## src/rtl/tmds_link_sequencer_pkg.sv

```systemverilog
// Shared HDMI/TMDS definitions: control symbols, word width and the
// link-sequencer state encoding.
package hdmi_pkg;

  localparam int unsigned TMDS_W = 10;

  // TMDS control symbols indexed by {C1,C0}
  localparam logic [TMDS_W-1:0] C00 = 10'b1101010100;
  localparam logic [TMDS_W-1:0] C01 = 10'b0010101011;
  localparam logic [TMDS_W-1:0] C10 = 10'b0101010100;
  localparam logic [TMDS_W-1:0] C11 = 10'b1010101011;

  // Blanking word driven on every channel outside LIVE
  localparam logic [TMDS_W-1:0] BLANK = C00;

  typedef enum logic [2:0] {
    ST_WAIT_LOCK  = 3'd0,
    ST_SERDES_RST = 3'd1,
    ST_GUARD      = 3'd2,
    ST_WAIT_FRAME = 3'd3,
    ST_LIVE       = 3'd4
  } seq_state_t;

  function automatic int unsigned max3(input int unsigned a,
                                       input int unsigned b,
                                       input int unsigned c);
    int unsigned m;
    m = a;
    if (b > m) m = b;
    if (c > m) m = c;
    return m;
  endfunction

endpackage

```

## src/rtl/tmds_link_sequencer_sync_2ff.sv

```systemverilog
// Single-bit two-flop synchroniser with synchronous active-low reset to 0.
// Shared by the lock and hotplug CDC paths.
module sync_2ff (
  input  logic clk,
  input  logic rst_n,
  input  logic d,
  output logic q
);

  logic meta;

  always_ff @(posedge clk) begin
    if (!rst_n) begin
      meta <= 1'b0;
      q    <= 1'b0;
    end else begin
      meta <= d;
      q    <= meta;
    end
  end

endmodule

```

## src/rtl/tmds_link_sequencer.sv

```systemverilog
// TMDS link bring-up sequencer: lock qualification, OSERDES reset hold,
// blanking guard band and frame-aligned switch to live encoder data.
module tmds_link_sequencer
  import hdmi_pkg::*;
#(
  parameter int unsigned LOCK_STABLE_CYCLES = 1024,
  parameter int unsigned RST_HOLD_CYCLES    = 16,
  parameter int unsigned GUARD_CYCLES       = 64,
  parameter int unsigned CNT_W              = 16,
  parameter int unsigned RELOCK_W           = 8
) (
  input  logic                pixel_clk,
  input  logic                rst_n,
  input  logic                mmcm_locked,
  input  logic                frame_start,
  input  logic [TMDS_W-1:0]   enc_tmds_ch0,
  input  logic [TMDS_W-1:0]   enc_tmds_ch1,
  input  logic [TMDS_W-1:0]   enc_tmds_ch2,
  output logic [TMDS_W-1:0]   tmds_ch0,
  output logic [TMDS_W-1:0]   tmds_ch1,
  output logic [TMDS_W-1:0]   tmds_ch2,
  output logic                serdes_rst,
  output logic                link_up,
  output logic [2:0]          seq_state,
  output logic [RELOCK_W-1:0] relock_count
);

  localparam int unsigned MAX_PHASE =
    max3(LOCK_STABLE_CYCLES, RST_HOLD_CYCLES, GUARD_CYCLES);

  if (CNT_W < 1 || CNT_W > 32 || longint'(MAX_PHASE) > ((64'd1 << CNT_W) - 64'd1)) begin : g_cnt_w_check
    $error("tmds_link_sequencer: CNT_W too narrow for the phase lengths");
  end
  if (LOCK_STABLE_CYCLES < 1 || RST_HOLD_CYCLES < 1 || GUARD_CYCLES < 1) begin : g_len_check
    $error("tmds_link_sequencer: phase lengths must be at least 1");
  end
  if (RELOCK_W < 1) begin : g_relock_w_check
    $error("tmds_link_sequencer: RELOCK_W must be at least 1");
  end

  localparam logic [CNT_W-1:0] LOCK_LAST  = CNT_W'(LOCK_STABLE_CYCLES - 1);
  localparam logic [CNT_W-1:0] RST_LAST   = CNT_W'(RST_HOLD_CYCLES - 1);
  localparam logic [CNT_W-1:0] GUARD_LAST = CNT_W'(GUARD_CYCLES - 1);

  seq_state_t       state_q;
  seq_state_t       state_d;
  logic [CNT_W-1:0] cnt_q;
  logic [CNT_W-1:0] cnt_d;
  logic             lock_s;
  logic             lock_lost;

  sync_2ff u_lock_sync (
    .clk   (pixel_clk),
    .rst_n (rst_n),
    .d     (mmcm_locked),
    .q     (lock_s)
  );

  // Lock loss overrides both frame_start and phase-counter expiry.
  always_comb begin
    state_d   = state_q;
    cnt_d     = cnt_q;
    lock_lost = (state_q != ST_WAIT_LOCK) && !lock_s;
    if (lock_lost) begin
      state_d = ST_WAIT_LOCK;
      cnt_d   = '0;
    end else begin
      unique case (state_q)
        ST_WAIT_LOCK: begin
          if (!lock_s) begin
            cnt_d = '0;
          end else if (cnt_q == LOCK_LAST) begin
            state_d = ST_SERDES_RST;
            cnt_d   = '0;
          end else begin
            cnt_d = cnt_q + CNT_W'(1);
          end
        end
        ST_SERDES_RST: begin
          if (cnt_q == RST_LAST) begin
            state_d = ST_GUARD;
            cnt_d   = '0;
          end else begin
            cnt_d = cnt_q + CNT_W'(1);
          end
        end
        ST_GUARD: begin
          if (cnt_q == GUARD_LAST) begin
            state_d = ST_WAIT_FRAME;
            cnt_d   = '0;
          end else begin
            cnt_d = cnt_q + CNT_W'(1);
          end
        end
        ST_WAIT_FRAME: begin
          cnt_d = '0;
          if (frame_start) state_d = ST_LIVE;
        end
        ST_LIVE: begin
          cnt_d = '0;
        end
        default: begin
          state_d = ST_WAIT_LOCK;
          cnt_d   = '0;
        end
      endcase
    end
  end

  // Outputs are registered from state_d so they move on the same edge as the state.
  always_ff @(posedge pixel_clk) begin
    if (!rst_n) begin
      state_q      <= ST_WAIT_LOCK;
      cnt_q        <= '0;
      serdes_rst   <= 1'b1;
      link_up      <= 1'b0;
      tmds_ch0     <= BLANK;
      tmds_ch1     <= BLANK;
      tmds_ch2     <= BLANK;
      relock_count <= '0;
    end else begin
      state_q    <= state_d;
      cnt_q      <= cnt_d;
      serdes_rst <= (state_d == ST_WAIT_LOCK) || (state_d == ST_SERDES_RST);
      link_up    <= (state_d == ST_LIVE);
      tmds_ch0   <= (state_d == ST_LIVE) ? enc_tmds_ch0 : BLANK;
      tmds_ch1   <= (state_d == ST_LIVE) ? enc_tmds_ch1 : BLANK;
      tmds_ch2   <= (state_d == ST_LIVE) ? enc_tmds_ch2 : BLANK;
      if (lock_lost && (relock_count != '1)) begin
        relock_count <= relock_count + RELOCK_W'(1);
      end
    end
  end

  assign seq_state = state_q;

endmodule

```

## config.mk

```make
export PLATFORM = sky130hd
export DESIGN_NAME = tmds_link_sequencer
export DESIGN_NICKNAME = d
export VERILOG_FILES = /design/src/rtl/tmds_link_sequencer_pkg.sv /design/src/rtl/tmds_link_sequencer_sync_2ff.sv /design/src/rtl/tmds_link_sequencer.sv
export SDC_FILE = /design/constraint.sdc
export NUM_CORES = 1
export LEC_CHECK = 0
export BUFFER_PORTS_ARGS = -buffer_cell sky130_fd_sc_hd__buf_2
export CAP_MARGIN = 30
export CORE_MARGIN = 3
export CORE_UTILIZATION = 49
export DETAILED_ROUTE_END_ITERATION = 7
export HOLD_SLACK_MARGIN = 0.06
export PLACE_DENSITY = 0.78
export SETUP_SLACK_MARGIN = 0.5
export SYNTH_ARGS = -nofsm -noshare
export SYNTH_HDL_FRONTEND = slang
export SYNTH_SLANG_ARGS = --single-unit
```

## constraint.sdc

```tcl
create_clock -name pixel_clk -period 3.16 [get_ports pixel_clk]
set_input_delay 0.632 -clock pixel_clk [delete_from_list [all_inputs] [get_ports pixel_clk]]
set_output_delay 0.632 -clock pixel_clk [all_outputs]
set_load 0.05 [all_outputs]
```

## Yosys cells after proc, flatten, opt, wreduce, memory -nomap -nowiden

Cells that the tools add are included.

- Bits in registers: 61
- Input bits: 34
- Output and inout port bits: 43
- Logic and storage cells: 44

- $add $sub $neg: 2
- Equal/unequal tests: 10
- Muxes and demuxes: 12
- Bitwise gates (word level): 1
- Reductions and logical operators: 9

Operators with widths:

| cell | count |
|---|---|
| 16-bit 2-to-1 mux | 4 |
| 16-bit one-hot mux with 3 select lines | 1 |
| 3-bit 2-to-1 mux | 6 |
| 16-bit by 1-bit adder with 16-bit output, second input constant | 1 |
| 16-bit by 10-bit == test with 1-bit output, second input constant | 1 |
| 16-bit by 4-bit == test with 1-bit output, second input constant | 1 |
| 16-bit by 6-bit == test with 1-bit output, second input constant | 1 |
| 3-bit one-hot mux with 5 select lines | 1 |
| 8-bit by 1-bit adder with 8-bit output, second input constant | 1 |
| 8-bit != test, second input constant | 1 |
| 3-bit by 1-bit == test with 1-bit output, second input constant | 2 |
| 3-bit by 2-bit == test with 1-bit output, second input constant | 2 |
| 3-bit == test, second input constant | 2 |
| 3-bit logical NOT | 2 |
| 3-bit nonzero test | 1 |
| 1-bit logical AND | 2 |
| 2-bit AND reduction | 1 |
| 2-bit OR reduction | 1 |
| 1-bit logical NOT | 1 |
| 1-bit logical OR | 1 |
| 1-bit inverter | 1 |

## Depth between registers and ports, before layout

- Depth after elaboration: 7
- Gate-level depth with buffers: 7
- Mapped depth without buffers: 6

## Cells and area by module

A second synthesis with hierarchy kept.

- Cells, all modules: 225
- Area, all modules: 2229.6 um2

By module, submodules not included:

| module | times used | cells an instance | area an instance (um2) | sequential area each (um2) |
|---|---|---|---|---|
| tmds_link_sequencer | 1 | 221 | 2177.1 | 1181.1 |
| sync_2ff | 1 | 4 | 52.6 | 40.0 |

## Worst setup path after synthesis

No wires, ideal clock.

- Path type: register to register
- Start point: reg cnt_q[11]
- End point: reg cnt_q[11]
- Library setup time: 115 ps
- Arrival: 2193 ps
- Data required time: 3045 ps
- Setup slack: 852 ps
- Stages on the path, launching flop included: 7
- Buffers on the path: 1
- Period minus slack after synthesis: 2308 ps
- Cell sequence: dfxtp_1 > or4_4 > or4b_4 > o31a_1 > o31ai_4 > buf_6 > nor2_1

- Longest elaborated chain between the ends: 4
- Elaborated cells between the ends (all ways): 9
- Those cells by class: add/sub (1); eq/ne (3); mux (5)

Ends and longest elaborated chain:

| item | line | RTL |
|---|---|---|
| start: declaration | tmds_link_sequencer.sv:47 | `logic [CNT_W-1:0] cnt_q;` |
| start signal: assignment | tmds_link_sequencer.sv:123 | `cnt_q <= cnt_d;` |
| 16-bit by 1-bit adder with 16-bit output or 16-bit by 10-bit == test with 1-bit output (tied branches) | -- |  |
| 16-bit 2-to-1 mux | tmds_link_sequencer.sv:72 | `end else if (cnt_q == LOCK_LAST) begin` |
| 16-bit 2-to-1 mux | tmds_link_sequencer.sv:70 | `if (!lock_s) begin` |
| 16-bit one-hot mux with 3 select lines * | tmds_link_sequencer.sv:68 | `unique case (state_q)` |

Mark *: on every way between the ends. The rest lies on a longest branch, timed or not.
A chain may end at the register's enable or synchronous reset.

## Worst setup path in the final report

- Start point: reg cnt_q[11]
- End point: reg cnt_q[9]

- Longest elaborated chain between the ends: 4
- Elaborated cells between the ends (all ways): 8
- Those cells by class: eq/ne (3); mux (5)

Ends and longest elaborated chain:

| item | line |
|---|---|
| 16-bit by 10-bit == test with 1-bit output | tmds_link_sequencer.sv:72 |
| 16-bit 2-to-1 mux | tmds_link_sequencer.sv:72 |
| 16-bit 2-to-1 mux | tmds_link_sequencer.sv:70 |
| 16-bit one-hot mux with 3 select lines * | tmds_link_sequencer.sv:68 |

Marked as above.

==> impl_metrics.env <==
export IMPL_arrival_ns=2.70
export IMPL_netlist_area_um2=2230
export IMPL_path_max_fanout=15
export IMPL_holdWs_ns=0.436
export IMPL_synth_fa_ha_area_share_pct=2.02
export IMPL_die_w_um=73.5
export IMPL_r2r_start="cnt_q[11]"
export IMPL_period_share_pct=79.2
export IMPL_ys_top_cells_by_area="dfxtp_1 55%, nor2_1 5.2%, and2_1 5.1%"
export IMPL_yosysTopAreaCell="dfxtp_1"
export IMPL_max_slew_margin_pct=53.2
export IMPL_reg2reg_depth=5
export IMPL_fin_ws_ns=0.657
export IMPL_yosys_top_cells_count="61 x dfxtp_1, 31 x nor2_1, 18 x and2_1"
export IMPL_syn_area_per_cell_um2=9.91
export IMPL_ys_warn_count=0
export IMPL_endpoint_kind="register"
export IMPL_finish_net_count=342
export IMPL_diodes=0
export IMPL_cpLargestDelayFamily="simple AND/OR/NAND/NOR gates"
export IMPL_grt_pass1_wl_mm=7.39
export IMPL_drt_initial_drc_count=69
export IMPL_max_stage_delay_ns=0.55
export IMPL_synth_top_cell_area_share_pct=54.8
export IMPL_use_met2_pct=29.1
export IMPL_gr_total_overflow=0
export IMPL_peakVddDrop_v=0.000386
export IMPL_initial_utilization_pct=53.1
export IMPL_cp_required_ns=3.36
export IMPL_synth_xor_area_share_pct=7.86
export IMPL_grt_setup_unrepaired="no"
export IMPL_setup_violations=0
export IMPL_worstSetupPathType="reg2reg"
export IMPL_gp_congestion=0.787
export IMPL_dp_hpwl_mm=3.21
export IMPL_yosysMostFrequentCell="dfxtp_1"
export IMPL_synth_edf_count=0
export IMPL_postCtsResizedCells=0
export IMPL_cts_hold_fix_buffers=0
export IMPL_crit_chain="or4_4, or4b_4, o31a_1, o31ai_4, nor2_1"
export IMPL_cp_start_kind="register"
export IMPL_totalWireLength_mm=4.44
export IMPL_cp_slowest_cell="or4_4"
export IMPL_hold_path_class="reg2reg"
export IMPL_min_period_ns=2.50
export IMPL_reg2reg_slack_ns=0.66
export IMPL_drc=0
export IMPL_grt_use_met3_pct=10.1
export IMPL_first_pass_iters=4
export IMPL_gr_max_usage_layer="met2"
export IMPL_maxCapViolCount=0
export IMPL_clkLatencyLatePin_ns=0.34
export IMPL_hold_end="u_lock_sync.q"
export IMPL_path_buf_inv=0
export IMPL_leakage_nw=1.21
export IMPL_status="completed"
export IMPL_io_buffer_count=76
export IMPL_core_area_um2=4200
export IMPL_synth_compound_area_share_pct=4.38
export IMPL_cts_buffers=9
export IMPL_cts_sinks=61
export IMPL_synthFlopType="dfxtp_1"
export IMPL_die_h_um=73.5
export IMPL_syn_inst=225
export IMPL_ys_types=37
export IMPL_ios=77
export IMPL_cts_root_buf="clkbuf_8"
export IMPL_clock_skew_ns=0.00586
export IMPL_ant_nets=0
export IMPL_ys_seq_area_share_pct=54.8
export IMPL_cts_tree="built"
export IMPL_h_tree_depth=3
export IMPL_avgViaCountPerCell=4.95
export IMPL_wl_per_cell_um=12.3
export IMPL_synth_simple_area_share_pct=27.8
export IMPL_slew_violations=0
export IMPL_async_reset_ff_share_pct=0
export IMPL_place_ws_ns=0.602
export IMPL_grt_max_degree=21
export IMPL_hold_violations=0
export IMPL_synth_top_family_by_area="simple AND/OR/NAND/NOR gates"
export IMPL_use_met1_pct=19.6
export IMPL_tns_ns=0
export IMPL_min_from="u_lock_sync.meta"
export IMPL_post_cts_buffers=0
export IMPL_vias=1786
export IMPL_worst_pin_slew_ns=0.700
export IMPL_synthToLayoutAreaGrowth_pct=27.5
export IMPL_synth_mux_area_share_pct=0.449
export IMPL_clk_pin_slew_ns=0.06
export IMPL_timing_fmax_mhz=400
export IMPL_synth_seq_cells=61
export IMPL_clock_path_buffers=2
export IMPL_rows=23
export IMPL_synth_nets=261
export IMPL_drive_gt1_share_pct=32.2
export IMPL_reg2reg_to="cnt_q[9]"
export IMPL_power_density_nw_per_um2=516
export IMPL_grt_pass1_vias=1668
export IMPL_grt_antenna_before_repair=0
export IMPL_grt_util_all_layers_pct=18.1
export IMPL_die_area_um2=5400
export IMPL_hold_depth=1
[area by class of cell]
type | count | area, µm²
Inverter | 7 | 26.3
Clock buffer | 11 | 141
Tap cell | 50 | 62.6
Timing Repair Buffer | 77 | 388
Fill cell | 344 | 1360
Multi-Input combinational cell | 150 | 953
Clock inverter | 5 | 50.0
Sequential cell | 61 | 1220
[through the flow]
stage | total power [mW] | utilization, % | area (µm²) | instances
floorplan | 0.798 | - | 2230 | 225
global placement | 0.818 | 63.0 | 2650 | 345
detailed placement | 0.819 | 63.0 | 2650 | 345
CTS | 1.49 | 67.5 | 2840 | 361
global route | 1.53 | 67.7 | 2840 | 361
finish | 1.47 | 67.7 | 2840 | 361
[cells by family (layout without fill, tap and decap cells)]
group | Yosys count | count (layout)
buf+inv | 14 | 100
mux | 1 | 1
xor+xnor | 20 | 20
flops | 61 | 61
fa+ha+maj | 4 | 4
simple gates | 114 | 114
compound gates | 11 | 11
[placed cells by master (no fill, tap or decap), types with 3 or more instances in the layout]
cell type	Yosys	layout
clkinv_2	0	4
and3_1	3	3
clkbuf_8	0	10
nand2_1	11	11
dfxtp_1	61	61
or3_1	16	16
xor2_1	8	8
xnor2_1	12	12
nor3_1	8	8
buf_2	1	76
nand4_1	7	7
nor2_1	31	31
nand3_1	7	7
and2_1	18	18
a21oi_1	3	3
inv_1	6	6
[worst max-delay path by stage]
stage                     startpoint         to  cells after the start
after global placement     cnt_q[11]   cnt_q[3]                      5
final                      cnt_q[11]   cnt_q[9]                      5
after floorplan            cnt_q[11]  cnt_q[11]                      6
after CTS                   cnt_q[0]  cnt_q[11]                      6
after global routing       cnt_q[11]  cnt_q[14]                      5
after detailed placement   cnt_q[11]   cnt_q[8]                      5
[per-layer routing]
layer | share of wire [%] | up-vias
li1 | - | 919
met1 | 43 | 787
met2 | 46 | 74
met3 | 10 | 6
met4 | 1.1 | 0
met5 | 0 | -
[flip-flops by register name (all words and copies together) (netlist names)]
name              flops
seq_state             3
link_up               1
relock_count          8
tmds_ch0             10
u_lock_sync.q         1
u_lock_sync.meta      1
tmds_ch2             10
cnt_q                16
serdes_rst            1
tmds_ch1             10
[where the power goes]
part | total (mW) | switching, mW | leakage [nW] | internal, mW
Sequential | 0.772 | 0.00111 | 0.492 | 0.770
Combinational | 0.0300 | 0.0135 | 0.614 | 0.0165
Clock | 0.665 | 0.286 | 0.103 | 0.380
Total | 1.47 | 0.300 | 1.21 | 1.17
[worst reg2reg max path, cell delays in order, from the launching register on]
cell and delay [ns]:
dfxtp_1 0.34, or4_4 0.55, or4b_4 0.49, o31a_1 0.34, o31ai_4 0.53, nor2_1 0.12
Power figures use the tool's default switching activity.
